==> config.mk <==
export PLATFORM = sky130hd
export DESIGN_NAME = resonant_emu_mc
export DESIGN_NICKNAME = d
export VERILOG_FILES = /design/src/rtl/resonant_emu_mc.sv
export SDC_FILE = /design/constraint.sdc
export NUM_CORES = 1
export LEC_CHECK = 0
export CAP_MARGIN = 5
export CORE_ASPECT_RATIO = 0.5
export CORE_UTILIZATION = 41
export CTS_BUF_LIST = sky130_fd_sc_hd__clkbuf_4 sky130_fd_sc_hd__clkbuf_8
export DETAILED_ROUTE_END_ITERATION = 10
export PLACE_DENSITY_LB_ADDON = 0.12
export SKIP_CTS_REPAIR_TIMING = 1
export SLEW_MARGIN = 10
export SYNTH_ARGS = -nofsm -noshare
export SYNTH_HDL_FRONTEND = slang
export SYNTH_SLANG_ARGS = --single-unit
==> constraint.sdc <==
create_clock -name clk -period 2.1 [get_ports clk]
set_input_delay 0.42 -clock clk [delete_from_list [all_inputs] [get_ports clk]]
set_output_delay 0.42 -clock clk [all_outputs]
set_load 0.01 [all_outputs]
==> src/rtl/resonant_emu_mc.sv <==
// Multi-channel resonant-system emulator: each channel turns a latched i_ref into a burst of
// charge pulses. Build with RESONANT_EMU_Q_DROP_EN to model the charge collapse above DROP_THRESHOLD.
module resonant_emu_mc #(
    parameter int NUM_CH         = 1,
    parameter int BUS_WIDTH      = 10,
    parameter int Q_PER_PULSE    = 5,
    parameter int PULSE_DURATION = 3,
    parameter int GAP_CYCLES     = 3,
    parameter int GAIN_NUM       = 1,
    parameter int GAIN_SHIFT     = 0,
    parameter int DROP_THRESHOLD = 900,
    parameter int DROP_PULSES    = 10
) (
    input  logic                        clk,
    input  logic                        rst,
    input  logic                        start,
    input  logic [NUM_CH*BUS_WIDTH-1:0] i_ref,
    output logic [NUM_CH-1:0]           q_serialized,
    output logic [NUM_CH-1:0]           pulses_ended,
    output logic [NUM_CH-1:0]           busy,
    output logic [3*NUM_CH-1:0]         dbg_state_o
);

    typedef enum logic [2:0] {
        S_IDLE     = 3'd0,
        S_LOAD     = 3'd1,
        S_PULSE_HI = 3'd2,
        S_PULSE_LO = 3'd3,
        S_END      = 3'd4
    } state_e;

    localparam int PW   = BUS_WIDTH + 32;
    localparam int MAXD = (PULSE_DURATION > GAP_CYCLES) ? PULSE_DURATION : GAP_CYCLES;
    localparam int CW   = $clog2(MAXD + 1);
    localparam logic [BUS_WIDTH-1:0] N_MAX = '1;

    // Pulse count for one reference, computed at full product width before saturating.
    function automatic logic [BUS_WIDTH-1:0] calc_n(input logic [BUS_WIDTH-1:0] iref);
        logic [PW-1:0]        q_total;
        logic [PW-1:0]        n_full;
        logic [BUS_WIDTH-1:0] n;
        q_total = (PW'(iref) * PW'(GAIN_NUM)) >> GAIN_SHIFT;
        n_full  = q_total / PW'(Q_PER_PULSE);
        n       = (n_full > PW'(N_MAX)) ? N_MAX : n_full[BUS_WIDTH-1:0];
`ifdef RESONANT_EMU_Q_DROP_EN
        if (PW'(iref) > PW'(DROP_THRESHOLD)) begin
            n = (PW'(n) > PW'(DROP_PULSES)) ? (n - BUS_WIDTH'(DROP_PULSES)) : '0;
        end
`endif
        return n;
    endfunction

    for (genvar c = 0; c < NUM_CH; c++) begin : g_ch
        state_e               state_q, state_d;
        logic [BUS_WIDTH-1:0] n_q, n_d;
        logic [BUS_WIDTH-1:0] cnt_q, cnt_d;
        logic [CW-1:0]        cyc_q, cyc_d;
        logic                 q_q, q_d;
        logic                 pe_q, pe_d;
        logic [BUS_WIDTH-1:0] n_load;

        assign n_load = calc_n(i_ref[c*BUS_WIDTH +: BUS_WIDTH]);

        always_ff @(posedge clk or negedge rst) begin
            if (!rst) begin
                state_q <= S_IDLE;
                n_q     <= '0;
                cnt_q   <= '0;
                cyc_q   <= '0;
                q_q     <= 1'b0;
                pe_q    <= 1'b0;
            end else begin
                state_q <= state_d;
                n_q     <= n_d;
                cnt_q   <= cnt_d;
                cyc_q   <= cyc_d;
                q_q     <= q_d;
                pe_q    <= pe_d;
            end
        end

        // Dropping start anywhere inside a burst aborts straight to IDLE without a strobe.
        always_comb begin
            state_d = state_q;
            case (state_q)
                S_IDLE: begin
                    if (start) state_d = S_LOAD;
                end
                S_LOAD: begin
                    if (!start)                state_d = S_IDLE;
                    else if (n_load == '0)     state_d = S_END;
                    else                       state_d = S_PULSE_HI;
                end
                S_PULSE_HI: begin
                    if (!start)                                 state_d = S_IDLE;
                    else if (cyc_q == CW'(PULSE_DURATION - 1))  state_d = S_PULSE_LO;
                end
                S_PULSE_LO: begin
                    if (!start)                             state_d = S_IDLE;
                    else if (cyc_q == CW'(GAP_CYCLES - 1))  state_d = (cnt_q == n_q) ? S_END : S_PULSE_HI;
                end
                S_END: begin
                    state_d = start ? S_LOAD : S_IDLE;
                end
                default: state_d = S_IDLE;
            endcase
        end

        // cnt counts pulses already emitted; it steps as each high phase closes.
        always_comb begin
            n_d   = n_q;
            cnt_d = cnt_q;
            cyc_d = '0;
            if (state_d == S_IDLE) begin
                n_d   = '0;
                cnt_d = '0;
            end else if (state_d == S_LOAD) begin
                cnt_d = '0;
            end else if (state_q == S_LOAD) begin
                n_d = n_load;
            end
            if (state_q == S_PULSE_HI && state_d == S_PULSE_LO) begin
                cnt_d = cnt_q + BUS_WIDTH'(1);
            end
            if ((state_d == S_PULSE_HI || state_d == S_PULSE_LO) && state_d == state_q) begin
                cyc_d = cyc_q + CW'(1);
            end
        end

        always_comb begin
            q_d  = (state_d == S_PULSE_HI);
            pe_d = (state_d == S_END);
        end

        assign q_serialized[c]     = q_q;
        assign pulses_ended[c]     = pe_q;
        assign busy[c]             = (state_q == S_LOAD) || (state_q == S_PULSE_HI) ||
                                     (state_q == S_PULSE_LO);
        assign dbg_state_o[c*3 +: 3] = state_q;
    end

endmodule

==> Implementation_results.wiki <==
{| class="wikitable"
! Metric !! Value
|-
| Status || complete, but fails checks
|-
| Violated checks || design-rule violations, negative setup slack
|-
| Count of warnings emitted by yosys || 0
|-
| Insertion delay to the later sink of the worst-skew pair || 0.26 ns
|-
| Detail Placement HPWL || 7790 µm
|-
| Final Cycle Share || 243%
|-
| Sw power || 0.977 mW
|-
| CP delay by family, top || simple AND/OR/NAND/NOR gates
|-
| Worst EP required || 2.26 ns
|-
| TritonRoute pass-1 iters || 7
|-
| Number of max-slew violations in the final report || 0
|-
| DRC violation count after routing || 2
|-
| Layout Area Growth over Synthesis || 44.0%
|-
| Critical path start-end classification || in -> reg
|-
| Leak Pwr || 2.00 nW
|-
| Worst hold path endpoint || g_ch[0].cyc_q[0]
|-
| Final-layout fill cell count || 667
|-
| Total non-filler cell area in the finished layout || 4480 µm²
|-
| Critical Path Source Type || primary input
|-
| Time the final worst path needs with I/O delays and setup || 5.10 ns
|-
| Internal || 1.47 mW
|-
| Most repeated library cell on the critical path || sky130_fd_sc_hd__or3_4
|-
| Chain of cells forming the critical path || buf_6, or2_4, ha_4, and4b_4, or3_4, and3_4, o31a_1, or3_4, o41ai_4, o211ai_4, nor4_4, xor2_2, ha_2, nor3_2, mux2_4, or4bb_1, xnor2_1, o31ai_1, nand4_1, a22o_1
|-
| Number of vias per cell || 5.78
|-
| Die outline area || 7950 µm²
|-
| Reg2reg end || q_serialized
|-
| Asr flop ratio synth || 100%
|-
| Leading cell type in the layout, fill and taps excluded || sky130_fd_sc_hd__buf_4
|-
| Unrepaired setup endpoints after global routing || true
|-
| Critical-path cell with the highest stage delay || sky130_fd_sc_hd__or4bb_1
|-
| Max_cap viols || 0
|-
| Clock network power share || 12.0%
|-
| Total global routing track utilization || 24.6%
|-
| Cell count after synthesis || 406
|-
| Xor and xnor area share after synthesis || 5.31%
|-
| Hold WC Path Type || reg -> reg
|-
| Number of antenna violations at the first check in global routing || 0
|-
| Port Buffer Count || 18
|-
| Number of instances on the worst hold path || 1
|-
| Post-Synthesis Mean Instance Area || 7.66 µm²
|-
| Final count of negative-setup-slack endpoints || 10
|-
| Via count of the first global-routing pass || 3280
|-
| Count of flip-flops with a built-in enable after synthesis || 0
|-
| TritonCTS clock tree || yes
|-
| Dominant combinational cell family by area after synthesis || compound AO/OA/AOI/OAI gates
|-
| Total routed wirelength || 10000 µm
|-
| Critical path peak fanout || 4
|-
| Routed wire length per instance || 16.0 µm
|-
| Post-placement worst setup slack || -3.56 ns
|-
| Synthesized-area fraction occupied by and/or/nand/nor cells || 31.0%
|-
| Height of the chip || 63.6 µm
|-
| Switching fraction of total power || 39.9%
|-
| Pin count of the biggest net entering global routing || 26
|-
| Number of clock sinks || 25
|-
| Pwr dens || 546 nW/µm²
|-
| Placer congestion estimate || 0.928
|-
| Leading cell types in the layout, fill and taps excluded || sky130_fd_sc_hd__buf_4 (118), sky130_fd_sc_hd__nand2_1 (44), sky130_fd_sc_hd__o21ai_0 (32)
|-
| Origin of the worst min-delay path || g_ch[0].cyc_q[0]
|-
| VDD IR-drop max || 0.000300 V
|-
| Setup TNS after final layout || -20.04 ns
|-
| Post-synth top flop || sky130_fd_sc_hd__dfrtp_1
|-
| GR met3 Demand/Resource || 2.55%
|-
| Placement-stage cell area || 4190 µm²
|-
| Synth Area in Adders || 2.33%
|-
| Cell Rows || 22
|-
| Gate power share || 66.1%
|-
| CTS buffer count || 3
|-
| Final Instance Count excl. Fillers || 626
|-
| Transition time at the pin with the least slew margin || 0.551 ns
|-
| Number of nets with antenna violations after routing || 0
|-
| Timing-limited maximum frequency || 0.196 GHz
|-
| Wire length of the first global-routing pass || 16000 µm
|-
| Count of pins on the block boundary || 19
|-
| DP Cell Count || 612
|-
| Count of state elements after synthesis || 25
|-
| Fraction of met2 tracks used by global routing || 40.6%
|-
| Sequential-to-total area share from yosys stat || 20.1%
|-
| Number of antenna diodes || 0
|-
| Sequential power share || 21.9%
|-
| Initial DRC count || 217
|-
| Most used routing layer in global routing || met2
|-
| Standard cell core area || 7320 µm²
|-
| Startpoint of the lowest-slack register-to-register path || g_ch[0].cnt_q[7]
|-
| Worst setup EP type || flop
|-
| Max-slew headroom at the worst pin || 62.9%
|-
| Logic depth of the worst register-to-register path || 6
|-
| Layout net count || 549
|-
| Count of buffering cells on the critical path with inverters included || 1
|-
| Worst setup slack after layout || -3.00 ns
|-
| Vias after detailed routing || 3617
|-
| Overall die width || 125 µm
|-
| Fraction of synthesized area in multiplexers || 3.14%
|-
| Max clock buf depth || 2
|-
| Netlist Area Pre-Place || 3110 µm²
|-
| Root buffer cell || sky130_fd_sc_hd__clkbuf_8
|-
| Initial core utilization || 42.4%
|-
| Final Hold Vio Count || 0
|-
| Arrival time of data at the critical path endpoint || 5.26 ns
|-
| Layout Skew || 0.00188 ns
|-
| Fraction of the mapped netlist area in compound gates || 32.9%
|-
| Worst reg2reg setup slack || 0.16 ns
|-
| Maximum cell stage delay along the critical path || 0.52 ns
|-
| Unique masters post-synth || 85
|-
| Total congestion overflow after global routing || 0
|-
| Met1 demand-to-capacity share in global routing || 35.6%
|-
| Share of layout cells above drive strength 1 || 35.5%
|-
| Post-Syn Nets || 424
|-
| CTS clk-pin slew, worst paths || 0.09 ns
|-
| Maximum level of the CTS H-tree || 1
|}
[metrics by stage]
| step | utilization [%] | total power, mW | hold slack, ns |
|---|---|---|---|
| after floorplan | - | 1.40 | 0.124 |
| after global placement | 57.3 | 1.99 | 0.420 |
| after detailed placement | 57.3 | 2.01 | 0.432 |
| after CTS | 57.9 | 2.31 | 0.443 |
| after global routing | 61.1 | 2.61 | 0.475 |
| final | 61.1 | 2.45 | 0.439 |
[sequential cells by signal (all words and copies together) (netlist names)]
name,flops
pulses_ended,1
g_ch.cyc_q,2
dbg_state_o,3
g_ch.n_q,8
g_ch.cnt_q,10
q_serialized,1
[worst max-delay path by stage]
stage	startpoint	slack (ns)	end	cells after the start
2_1_floorplan	i_ref[7]	-3.40	g_ch[0].n_q[0]	21
3_3_place_gp	i_ref[7]	-3.50	g_ch[0].n_q[0]	20
3_5_place_dp	i_ref[7]	-3.56	g_ch[0].n_q[0]	20
4_1_cts	i_ref[7]	-3.28	g_ch[0].n_q[0]	20
5_1_grt	i_ref[8]	-3.20	g_ch[0].n_q[0]	20
6_report	i_ref[8]	-3.00	g_ch[0].n_q[0]	20
[worst register-to-register path: cells and delay by family (launching register included)]
kind	cells	cell delay, ns
and+or+nand+nor	4	1.02
xor gates and xnor gates	1	0.17
DFF	1	0.45
AOI/OAI and AO/OA	1	0.19
[power groups by stage]
stage | Combinational, mW | Sequential [mW] | Clock [mW]
3_5_place_dp | 1.47 | 0.545 | 0
5_1_grt | 1.74 | 0.539 | 0.324
2_1_floorplan | 0.866 | 0.537 | 0
4_1_cts | 1.47 | 0.535 | 0.298
6_report | 1.62 | 0.536 | 0.295
3_3_place_gp | 1.45 | 0.543 | 0
[logic make-up after synthesis]
group                    after synthesis
flip-flops                            25
AO/OA/AOI/OAI                        138
AND/OR/NAND/NOR                      175
multiplexers                           9
buffers and inverters                 35
adder cells (fa/ha/maj)                6
XOR/XNOR                              18
[metal layers]
metal / vias to the layer above / routed length, µm / share of wire, %
met5: - / 0 / 0
met4: 0 / 45 / 0.45
li1: 1793 / - / -
met1: 1748 / 5070 / 51
met2: 70 / 4520 / 45
met3: 6 / 375 / 3.7
[layout make-up]
type                       count  area (µm²)  area share, %
multi-input combinational    346        2480           55.5
clock buffer                   4        48.8           1.09
sequential                    25         626           14.0
timing repair buffer         143        1150           25.7
inverter                      12        45.0           1.01
tap                           96         120           2.68
[Yosys cell counts (6+ instances only)]
library cell | instances | share of area [%]
sky130_fd_sc_hd__nand2_1 | 45 | 5.4
sky130_fd_sc_hd__o21ai_0 | 37 | 6.0
sky130_fd_sc_hd__dfrtp_1 | 25 | 20
sky130_fd_sc_hd__nor2_1 | 24 | 2.9
sky130_fd_sc_hd__a21oi_1 | 17 | 2.7
sky130_fd_sc_hd__nor3_1 | 16 | 2.6
sky130_fd_sc_hd__clkbuf_1 | 12 | 1.4
sky130_fd_sc_hd__inv_1 | 12 | 1.4
sky130_fd_sc_hd__nand3_1 | 11 | 1.8
sky130_fd_sc_hd__and3_1 | 10 | 2.0
sky130_fd_sc_hd__nand2b_1 | 10 | 2.0
sky130_fd_sc_hd__xor2_1 | 9 | 2.5
sky130_fd_sc_hd__xnor2_1 | 8 | 2.3
sky130_fd_sc_hd__nand4_1 | 7 | 1.4
sky130_fd_sc_hd__a31oi_1 | 6 | 1.2
sky130_fd_sc_hd__and2_1 | 6 | 1.2
sky130_fd_sc_hd__buf_2 | 6 | 0.97
sky130_fd_sc_hd__mux2i_1 | 6 | 1.9
sky130_fd_sc_hd__nor2b_1 | 6 | 1.2
sky130_fd_sc_hd__or2_2 | 6 | 1.2
(Power assumes the default switching activity.)
